## config.mk

```make
export PLATFORM = sky130hd
export DESIGN_NAME = weighted_reduce
export DESIGN_NICKNAME = d
export VERILOG_FILES = /design/src/rtl/weighted_reduce_pkg.sv /design/src/rtl/weighted_reduce_step.sv /design/src/rtl/weighted_reduce.sv
export SDC_FILE = /design/constraint.sdc
export NUM_CORES = 1
export LEC_CHECK = 0
export CORE_ASPECT_RATIO = 1.4
export CORE_MARGIN = 10
export CORE_UTILIZATION = 45
export DETAILED_ROUTE_END_ITERATION = 10
export SLEW_MARGIN = 20
export SYNTH_ARGS = -nofsm -noshare
export SYNTH_HDL_FRONTEND = slang
export SYNTH_HIERARCHICAL = 1
export SYNTH_SLANG_ARGS = --single-unit
export TNS_END_PERCENT = 30
```

## constraint.sdc

```tcl
create_clock -name clk -period 8.04 [get_ports clk]
set_input_delay 2.01 -clock clk [delete_from_list [all_inputs] [get_ports clk]]
set_output_delay 2.01 -clock clk [all_outputs]
set_load 0.05 [all_outputs]
```

## src/rtl/weighted_reduce_pkg.sv

```systemverilog
// Shared types and width helpers for the weighted_reduce engine.
package weighted_reduce_pkg;

   typedef enum logic [1:0] {
      MODE_SUM  = 2'd0,
      MODE_MAX  = 2'd1,
      MODE_MIN  = 2'd2,
      MODE_RSVD = 2'd3
   } mode_e;

   typedef enum logic [1:0] {
      IDLE    = 2'd0,
      LOAD    = 2'd1,
      COMPUTE = 2'd2,
      DONE    = 2'd3
   } state_e;

   // Result width large enough that a full vector of extreme samples times
   // the largest weight cannot overflow.
   function automatic int acc_width(input int data_w, input int depth);
      return data_w + 2 * $clog2(depth + 1);
   endfunction

   // Index width, never narrower than one bit.
   function automatic int idx_width(input int depth);
      return ($clog2(depth) < 1) ? 1 : $clog2(depth);
   endfunction

endpackage

```

## src/rtl/weighted_reduce_step.sv

```systemverilog
// Single-element combinational update for sum / max / min reduction.
module weighted_reduce_step
   import weighted_reduce_pkg::*;
#(
   parameter int DATA_W = 16,
   parameter int DEPTH  = 8,
   parameter int IDX_W  = 3,
   parameter int ACC_W  = 24
) (
   input  mode_e                    mode_i,
   input  logic signed [ACC_W-1:0]  acc_i,
   input  logic        [IDX_W-1:0]  idx_i,
   input  logic signed [DATA_W-1:0] sample_i,
   input  logic        [IDX_W-1:0]  i_i,
   output logic signed [ACC_W-1:0]  acc_o,
   output logic        [IDX_W-1:0]  idx_o
);

   localparam int WT_W = $clog2(DEPTH + 1) + 1;

   logic                    first;
   logic        [WT_W-1:0]  weight;
   logic signed [ACC_W-1:0] sample_ext;
   logic signed [ACC_W-1:0] weight_ext;
   logic signed [ACC_W-1:0] product;
   logic signed [ACC_W-1:0] acc_base;

   // Weighted product and per-mode accumulator / winner-index update.
   always_comb begin
      first      = (i_i == '0);
      weight     = WT_W'(i_i) + WT_W'(1);
      sample_ext = {{(ACC_W-DATA_W){sample_i[DATA_W-1]}}, sample_i};
      weight_ext = {{(ACC_W-WT_W){1'b0}}, weight};
      product    = sample_ext * weight_ext;
      acc_base   = first ? '0 : acc_i;
      acc_o      = acc_i;
      idx_o      = idx_i;
      case (mode_i)
         MODE_MAX: begin
            if (first || (sample_ext > acc_i)) begin
               acc_o = sample_ext;
               idx_o = i_i;
            end
         end
         MODE_MIN: begin
            if (first || (sample_ext < acc_i)) begin
               acc_o = sample_ext;
               idx_o = i_i;
            end
         end
         default: begin
            acc_o = acc_base + product;
            idx_o = i_i;
         end
      endcase
   end

endmodule

```

## src/rtl/weighted_reduce.sv

```systemverilog
// Buffers a signed sample vector, then reduces it one element per cycle.
module weighted_reduce
   import weighted_reduce_pkg::*;
#(
   parameter  int DATA_W = 16,
   parameter  int DEPTH  = 8,
   localparam int IDX_W  = idx_width(DEPTH),
   localparam int ACC_W  = acc_width(DATA_W, DEPTH)
) (
   input  logic                    clk,
   input  logic                    rst,
   input  logic                    in_valid,
   output logic                    in_ready,
   input  logic signed [DATA_W-1:0] in_data,
   input  logic                    in_last,
   input  logic        [1:0]       mode,
   output logic                    out_valid,
   input  logic                    out_ready,
   output logic signed [ACC_W-1:0] out_result,
   output logic        [IDX_W-1:0] out_index,
   output logic                    busy
);

   localparam int LEN_W = $clog2(DEPTH + 1);

   state_e                  state_q;
   mode_e                   mode_q;
   logic        [LEN_W-1:0] len_q;
   logic        [LEN_W-1:0] i_q;
   logic signed [ACC_W-1:0] acc_q;
   logic        [IDX_W-1:0] idx_q;
   logic signed [ACC_W-1:0] result_q;
   logic        [IDX_W-1:0] index_q;
   logic signed [DATA_W-1:0] buf_q [DEPTH];

   logic signed [ACC_W-1:0] acc_d;
   logic        [IDX_W-1:0] idx_d;
   logic                    in_hs;
   logic        [IDX_W-1:0] wr_addr;
   logic signed [DATA_W-1:0] sample;

   // Handshake, buffer addressing and output decode from the state register.
   always_comb begin
      in_ready   = (state_q == IDLE) || (state_q == LOAD);
      in_hs      = in_valid && in_ready;
      wr_addr    = (state_q == IDLE) ? '0 : IDX_W'(len_q);
      sample     = buf_q[IDX_W'(i_q)];
      out_valid  = (state_q == DONE);
      busy       = (state_q != IDLE);
      out_result = result_q;
      out_index  = index_q;
   end

   weighted_reduce_step #(
      .DATA_W (DATA_W),
      .DEPTH  (DEPTH),
      .IDX_W  (IDX_W),
      .ACC_W  (ACC_W)
   ) u_step (
      .mode_i   (mode_q),
      .acc_i    (acc_q),
      .idx_i    (idx_q),
      .sample_i (sample),
      .i_i      (IDX_W'(i_q)),
      .acc_o    (acc_d),
      .idx_o    (idx_d)
   );

   // Sample storage; contents are don't-care until written, so no reset.
   always_ff @(posedge clk) begin
      if (in_hs) begin
         buf_q[wr_addr] <= in_data;
      end
   end

   // Control FSM, reduction registers and held result.
   // COMPUTE walks i = 0..len-1 and spends one extra cycle at i == len
   // to publish the final accumulator, giving L+1 cycles to out_valid.
   always_ff @(posedge clk or posedge rst) begin
      if (rst) begin
         state_q  <= IDLE;
         mode_q   <= MODE_SUM;
         len_q    <= '0;
         i_q      <= '0;
         acc_q    <= '0;
         idx_q    <= '0;
         result_q <= '0;
         index_q  <= '0;
      end else begin
         case (state_q)
            IDLE: begin
               if (in_valid) begin
                  mode_q <= mode_e'(mode);
                  len_q  <= LEN_W'(1);
                  i_q    <= '0;
                  if (in_last || (DEPTH == 1)) begin
                     state_q <= COMPUTE;
                  end else begin
                     state_q <= LOAD;
                  end
               end
            end
            LOAD: begin
               if (in_valid) begin
                  len_q <= len_q + LEN_W'(1);
                  if (in_last || (len_q == LEN_W'(DEPTH - 1))) begin
                     state_q <= COMPUTE;
                  end
               end
            end
            COMPUTE: begin
               if (i_q == len_q) begin
                  result_q <= acc_q;
                  index_q  <= idx_q;
                  state_q  <= DONE;
               end else begin
                  acc_q <= acc_d;
                  idx_q <= idx_d;
                  i_q   <= i_q + LEN_W'(1);
               end
            end
            DONE: begin
               if (out_ready) begin
                  state_q <= IDLE;
               end
            end
            default: state_q <= IDLE;
         endcase
      end
   end

endmodule

```

==> flow_summary.json, run 1 <==
{
  "outcome": "finished, final reports clean",
  "fp.dieArea_um2": 35700,
  "crit_path_max_incr_delay_ns": 0.78,
  "h-tree-depth": 4,
  "grt-ovfl-total": 0,
  "via_per_inst": 5.49,
  "drt-total-wl_um": 28300,
  "skew_ns": 0.0167,
  "cts_sinks": 194,
  "critical_path.top_delay_family": "compound AO/OA/AOI/OAI gates",
  "port-buffer-count": 52,
  "die_x_um": 163,
  "drive_above_1_share_pct": 15.7,
  "yosysSeqAreaShare_pct": 42.9,
  "rsz0062_at_grt": "no",
  "grt_pass1_vias": 8756,
  "clk_pin_slew_worst_paths_ns": 0.08,
  "path_buf_inv": 2,
  "cts_tree": "done",
  "ys_warn_count": 6,
  "synth-seq-cells": 194,
  "track_usage_pct": 16.4,
  "min_path_type": "reg -> reg",
  "final_util_pct": 51.1,
  "crit_arrival_ns": 7.87,
  "path_common_cell": "ha_1",
  "end_kind": "register",
  "wl_per_cell_um": 18.7,
  "rows": 73,
  "syn-num-nets": 1217,
  "syn-cell-area_um2": 12800,
  "drtIter0Drc": 389,
  "setup-violations-final": 0,
  "synth_cell_type_count": 84,
  "synth_edf_count": 128,
  "startpoint_type": "register",
  "ant_nets": 0,
  "io_pins": 53,
  "slew_headroom_pct": 36.6,
  "nets": 1277,
  "clockBufferDepth": 2,
  "async_flop_share_pct": 34.0,
  "finalCritPeriodShare_pct": 93.7,
  "cts_hold_buffers": 0,
  "start_util_pct": 45.3,
  "core_um2": 28200,
  "antenna_found_initial": 0,
  "cts_buffers": 17,
  "antennaDiodeCount": 0,
  "dp_hpwl_um": 20800,
  "worstPathMaxFanout": 29,
  "synth_area_per_cell_um2": 12.0,
  "report.final.slew_viol_count": 0,
  "maxCapViolations": 0,
  "final_common_cell": "edfxtp_1",
  "setup_tns_ns": 0,
  "cts-root-buf": "clkbuf_16",
  "max_freq_ghz": 0.133,
  "cp_slowest_cell": "dfrtp_2",
  "ys.flop_type": "edfxtp_1",
  "place.gp.congestion": 0.848,
  "crit_required_ns": 8.38,
  "netlist_instances": 1064,
  "period_needed_ns": 7.53,
  "grt_max_degree": 67,
  "final_cell_mix": "128 x edfxtp_1, 124 x inv_1, 95 x ha_1",
  "hold_violations": 0,
  "drc_errors": 0,
  "area_growth_pct": 12.8,
  "grt_pass1_wl_um": 46000,
  "first_pass_iters": 4,
  "vias": 8302,
  "critical_path_class": "reg -> reg",
  "dieHeight_um": 220,
  "insertion_delay_ns": 0.46,
  "worst_pin_slew_ns": 0.951
}
## final timing paths
kind	startpoint	end	slack, ns	depth (start not counted)
max in group asynchronous	rst	i_q[0]	5.26	3
min in group asynchronous	rst	out_result[21]	2.14	3
setup reg to reg	i_q[1]	acc_q[23]	0.51	28
hold / removal	out_result[13]	out_result[13]	0.50	1
setup / recovery	i_q[1]	acc_q[23]	0.51	28
hold reg to reg	out_result[13]	out_result[13]	0.50	1
## cell type report
class                   count  area [um2]
clock buffers              17         425
fillers                  2455       13800
multi-input cells         705        6650
repair buffers             80         743
clock inverters            15         171
well taps                 375         469
inverters                 126         473
flip-flops and latches    194        5500
## cells in the mapped netlist (all sizes together), types with 4 or more instances
| master | n | area share [%] |
|---|---|---|
| a211oi | 18 | 1.4 |
| a21o | 9 | 0.53 |
| a21oi | 57 | 2.3 |
| a221oi | 12 | 1.2 |
| a22o | 4 | 0.27 |
| a22oi | 4 | 0.23 |
| and2 | 50 | 2.4 |
| and3 | 6 | 0.29 |
| buf | 20 | 1.2 |
| clkbuf | 19 | 0.56 |
| dfrtp | 66 | 13 |
| edfxtp | 128 | 30 |
| fa | 34 | 5.3 |
| ha | 96 | 9.4 |
| inv | 126 | 3.7 |
| mux2 | 74 | 7.1 |
| mux2i | 6 | 0.47 |
| mux4 | 32 | 5.6 |
| nand2 | 49 | 1.5 |
| nand2b | 10 | 0.49 |
| nand3 | 12 | 0.47 |
| nand4 | 9 | 0.56 |
| nor2 | 54 | 1.6 |
| nor2b | 6 | 0.29 |
| nor3 | 8 | 0.31 |
| nor4 | 5 | 0.29 |
| o211ai | 4 | 0.23 |
| o21a | 8 | 0.47 |
| o21ai | 38 | 1.5 |
| o21bai | 6 | 0.35 |
| or2 | 4 | 0.20 |
| or3 | 4 | 0.20 |
| xnor2 | 30 | 2.5 |
| xor2 | 16 | 1.1 |
## cell families after synthesis
| kind of cell | count (synthesis) | share of synthesized area (%) |
|---|---|---|
| flops | 194 | 42.9 |
| simple gates | 225 | 9.14 |
| compound gates | 192 | 11.0 |
| buf+inv | 165 | 5.43 |
| mux | 112 | 13.2 |
| fa+ha+maj | 130 | 14.7 |
| xor+xnor | 46 | 3.62 |
## timing repair
item,4_1_cts,5_1_grt
endpoints found under the setup margin,0,1
resized for setup,0,2
buffers inserted,0,7
## per-layer routing
layer | global-route usage, % | vias to the layer above | share of wire (%)
met2 | 30.2 | 108 | 54
met4 | 6.96 | 0 | 3.1
met1 | 18.2 | 4167 | 40
met3 | 3.01 | 50 | 2.7
met5 | 0 | - | 0
li1 | - | 3977 | -
## flip-flops by register name, indices dropped and copies added, names as in the netlist
name,flops
acc_q,24
buf_q,128
i_q,4
idx_q,3
len_q,4
mode_q,2
out_index,3
out_result,24
state_q,2
## through the flow
stage	instances	worst slack [ns]	hold WS, ns	instance area [um2]
2_1_floorplan	1064	0.679	0.487	12800
3_3_place_gp	1473	0.517	0.475	13800
3_5_place_dp	1473	0.367	0.484	13800
4_1_cts	1505	0.331	0.502	14400
5_1_grt	1512	0.0659	0.514	14400
6_report	1512	0.505	0.496	14400
Power of run 1 is not shown: default switching activity piles up to over one toggle a cycle in this logic, so the estimate is an artifact.
==> run 2: changes to the inputs <==
--- a/config.mk
+++ b/config.mk
@@ -12,6 +12,5 @@
 export SLEW_MARGIN = 20
 export SYNTH_ARGS = -nofsm -noshare
 export SYNTH_HDL_FRONTEND = slang
-export SYNTH_HIERARCHICAL = 1
 export SYNTH_SLANG_ARGS = --single-unit
 export TNS_END_PERCENT = 30
==> run 2 against run 1 <==
Sequential share of layout area rose by 1.6 points. Non-clock buffer count fell by 5. Utilization rose by 0.35 points. Clock-buffer cell count rose by 3. Cell area fell by 4.0%. Setup slack improved by 0.18 ns. Largest cell class unchanged. Highest routed layer unchanged.
==> flow_summary.json, run 2 <==
{
  "vias": 8183,
  "rsz0062_at_grt": "no",
  "crit_path_max_incr_delay_ns": 0.70,
  "finalCritPeriodShare_pct": 91.5,
  "clockBufferDepth": 2,
  "h-tree-depth": 4,
  "wl_per_cell_um": 17.6,
  "worst_pin_slew_ns": 1.06,
  "num-fill-cells": 2418,
  "hold_violations": 0,
  "critical_path_class": "reg -> reg",
  "grt_max_degree": 67,
  "max_freq_ghz": 0.136,
  "ant_nets": 0,
  "synth_area_per_cell_um2": 11.3,
  "cts_setup_buffers": 0,
  "synth-seq-cells": 194,
  "setup-violations-final": 0,
  "nets": 1302,
  "crit_arrival_ns": 7.67,
  "area_growth_pct": 13.0,
  "fp.dieArea_um2": 34400,
  "setup_ws_ns": 0.684,
  "critical_path.top_delay_family": "compound AO/OA/AOI/OAI gates",
  "grt_pass1_vias": 8389,
  "startpoint_type": "register",
  "grt_pass1_wl_um": 43900,
  "end_kind": "register",
  "layoutNonFillerInstCount": 1523,
  "ys.flop_type": "edfxtp_1",
  "path_depth": 26,
  "netlist_instances": 1089,
  "rr_worst_depth": 26,
  "dieHeight_um": 215,
  "grt-ovfl-total": 0,
  "report.final.slew_viol_count": 0,
  "ys_warn_count": 0,
  "drc_errors": 0,
  "crit_required_ns": 8.36,
  "largest_reg_flops": 128,
  "track_usage_pct": 15.9,
  "worstPathMaxFanout": 26,
  "maxUsedRoutingLayer": "met4",
  "async_flop_share_pct": 34.0,
  "syn-num-nets": 1246,
  "path_buf_inv": 2,
  "final_common_cell": "edfxtp_1",
  "synth_area_leader_cell": "edfxtp_1",
  "synth.most_common_cell": "edfxtp_1",
  "drt-total-wl_um": 26800,
  "synthTopCellsByArea": "edfxtp_1 31%, dfrtp_1 13%, ha_1 10%",
  "min_path_type": "reg -> reg",
  "drive_above_1_share_pct": 9.41,
  "first_pass_iters": 4,
  "slew_headroom_pct": 29.5,
  "cts_hold_buffers": 0,
  "holdPathStages": 2,
  "yosysSeqAreaShare_pct": 44.8,
  "period_needed_ns": 7.36,
  "place.gp.congestion": 0.910,
  "die_x_um": 160,
  "setup_tns_ns": 0,
  "via_per_inst": 5.37,
  "skew_ns": 0.0129,
  "dr_wl_met3_um": 820,
  "yosys-top-cells-count": "128 x edfxtp_1, 126 x inv_1, 100 x ha_1",
  "largest-register": "buf_q",
  "drtIter0Drc": 385,
  "dp_hpwl_um": 20100,
  "rows": 71,
  "core_um2": 26900,
  "antennaDiodeCount": 0,
  "path_common_cell": "ha_1",
  "io_pins": 53,
  "cts_buffers": 17,
  "cts_sinks": 194,
  "outcome": "finished, final reports clean",
  "cp_slowest_cell": "dfrtp_4",
  "start_util_pct": 45.6,
  "cts-resized-gates": 0,
  "insertion_delay_ns": 0.44,
  "final_cell_mix": "128 x edfxtp_1, 125 x inv_1, 100 x ha_1",
  "synth_cell_type_count": 68,
  "drt-met1-wl_um": 11600,
  "synth_edf_count": 128,
  "antenna_found_initial": 0,
  "pre_cts_ws_ns": 0.531,
  "maxCapViolations": 0,
  "syn-cell-area_um2": 12300,
  "clk_pin_slew_worst_paths_ns": 0.08,
  "cts_tree": "done",
  "port-buffer-count": 52,
  "synth_top_area_share_pct": 31.3,
  "wl_met2_um": 14000,
  "placedCellCount": 1491,
  "cts-root-buf": "clkbuf_16"
}
[run 2: metal layers]
metal | vias to the layer above | global-route usage, %
met5 | - | 0
met3 | 31 | 2.62
met2 | 122 | 28.6
met1 | 4026 | 18.8
met4 | 0 | 4.77
li1 | 4004 | -
[run 2: cells by family (layout without fill, tap and decap cells)]
logic type | Yosys count | after routing | synth area share, %
XOR/XNOR | 40 | 40 | 3.41
flip-flops | 194 | 194 | 44.8
AO/OA/AOI/OAI | 215 | 215 | 11.1
AND/OR/NAND/NOR | 282 | 282 | 11.4
buffers and inverters | 164 | 233 | 5.21
adder cells (fa/ha/maj) | 134 | 134 | 15.8
multiplexers | 60 | 60 | 8.32
[run 2: worst paths after layout]
| kind | start | end | slack, ns |
|---|---|---|---|
| max | i_q[0] | acc_q[23] | 0.68 |
| min | out_result[9] | out_result[9] | 0.48 |
| max reg2reg | i_q[0] | acc_q[23] | 0.68 |
| min reg2reg | out_result[9] | out_result[9] | 0.48 |
| max in group asynchronous | rst | i_q[0] | 5.27 |
| min in group asynchronous | rst | mode_q[1] | 2.14 |
[run 2: final cells by class]
cell class / count / area, um2 / area share, %
Multi-Input combinational cell: 731 / 6150 / 44.4
Sequential cell: 194 / 5500 / 39.7
Timing Repair Buffer: 75 / 693 / 5.00
Inverter: 126 / 473 / 3.41
Tap cell: 365 / 457 / 3.29
Clock buffer: 20 / 437 / 3.15
Clock inverter: 12 / 148 / 1.07
[run 2: tightest hold or removal path: stages, from the launching register on]
cell	delay, ns
dfrtp_1	0.34
nand2_1	0.04
o21ai_0	0.06
[run 2: through the flow]
| stage | hold WS, ns | cell area (um2) | util, % |
|---|---|---|---|
| after CTS | 0.485 | 13900 | 51.5 |
| after floorplan | 0.442 | 12300 | - |
| after global placement | 0.461 | 13300 | 49.3 |
| after global routing | 0.510 | 13900 | 51.5 |
| after detailed placement | 0.469 | 13300 | 49.3 |
| final | 0.478 | 13900 | 51.5 |
Power of run 2 is left out for the same reason.
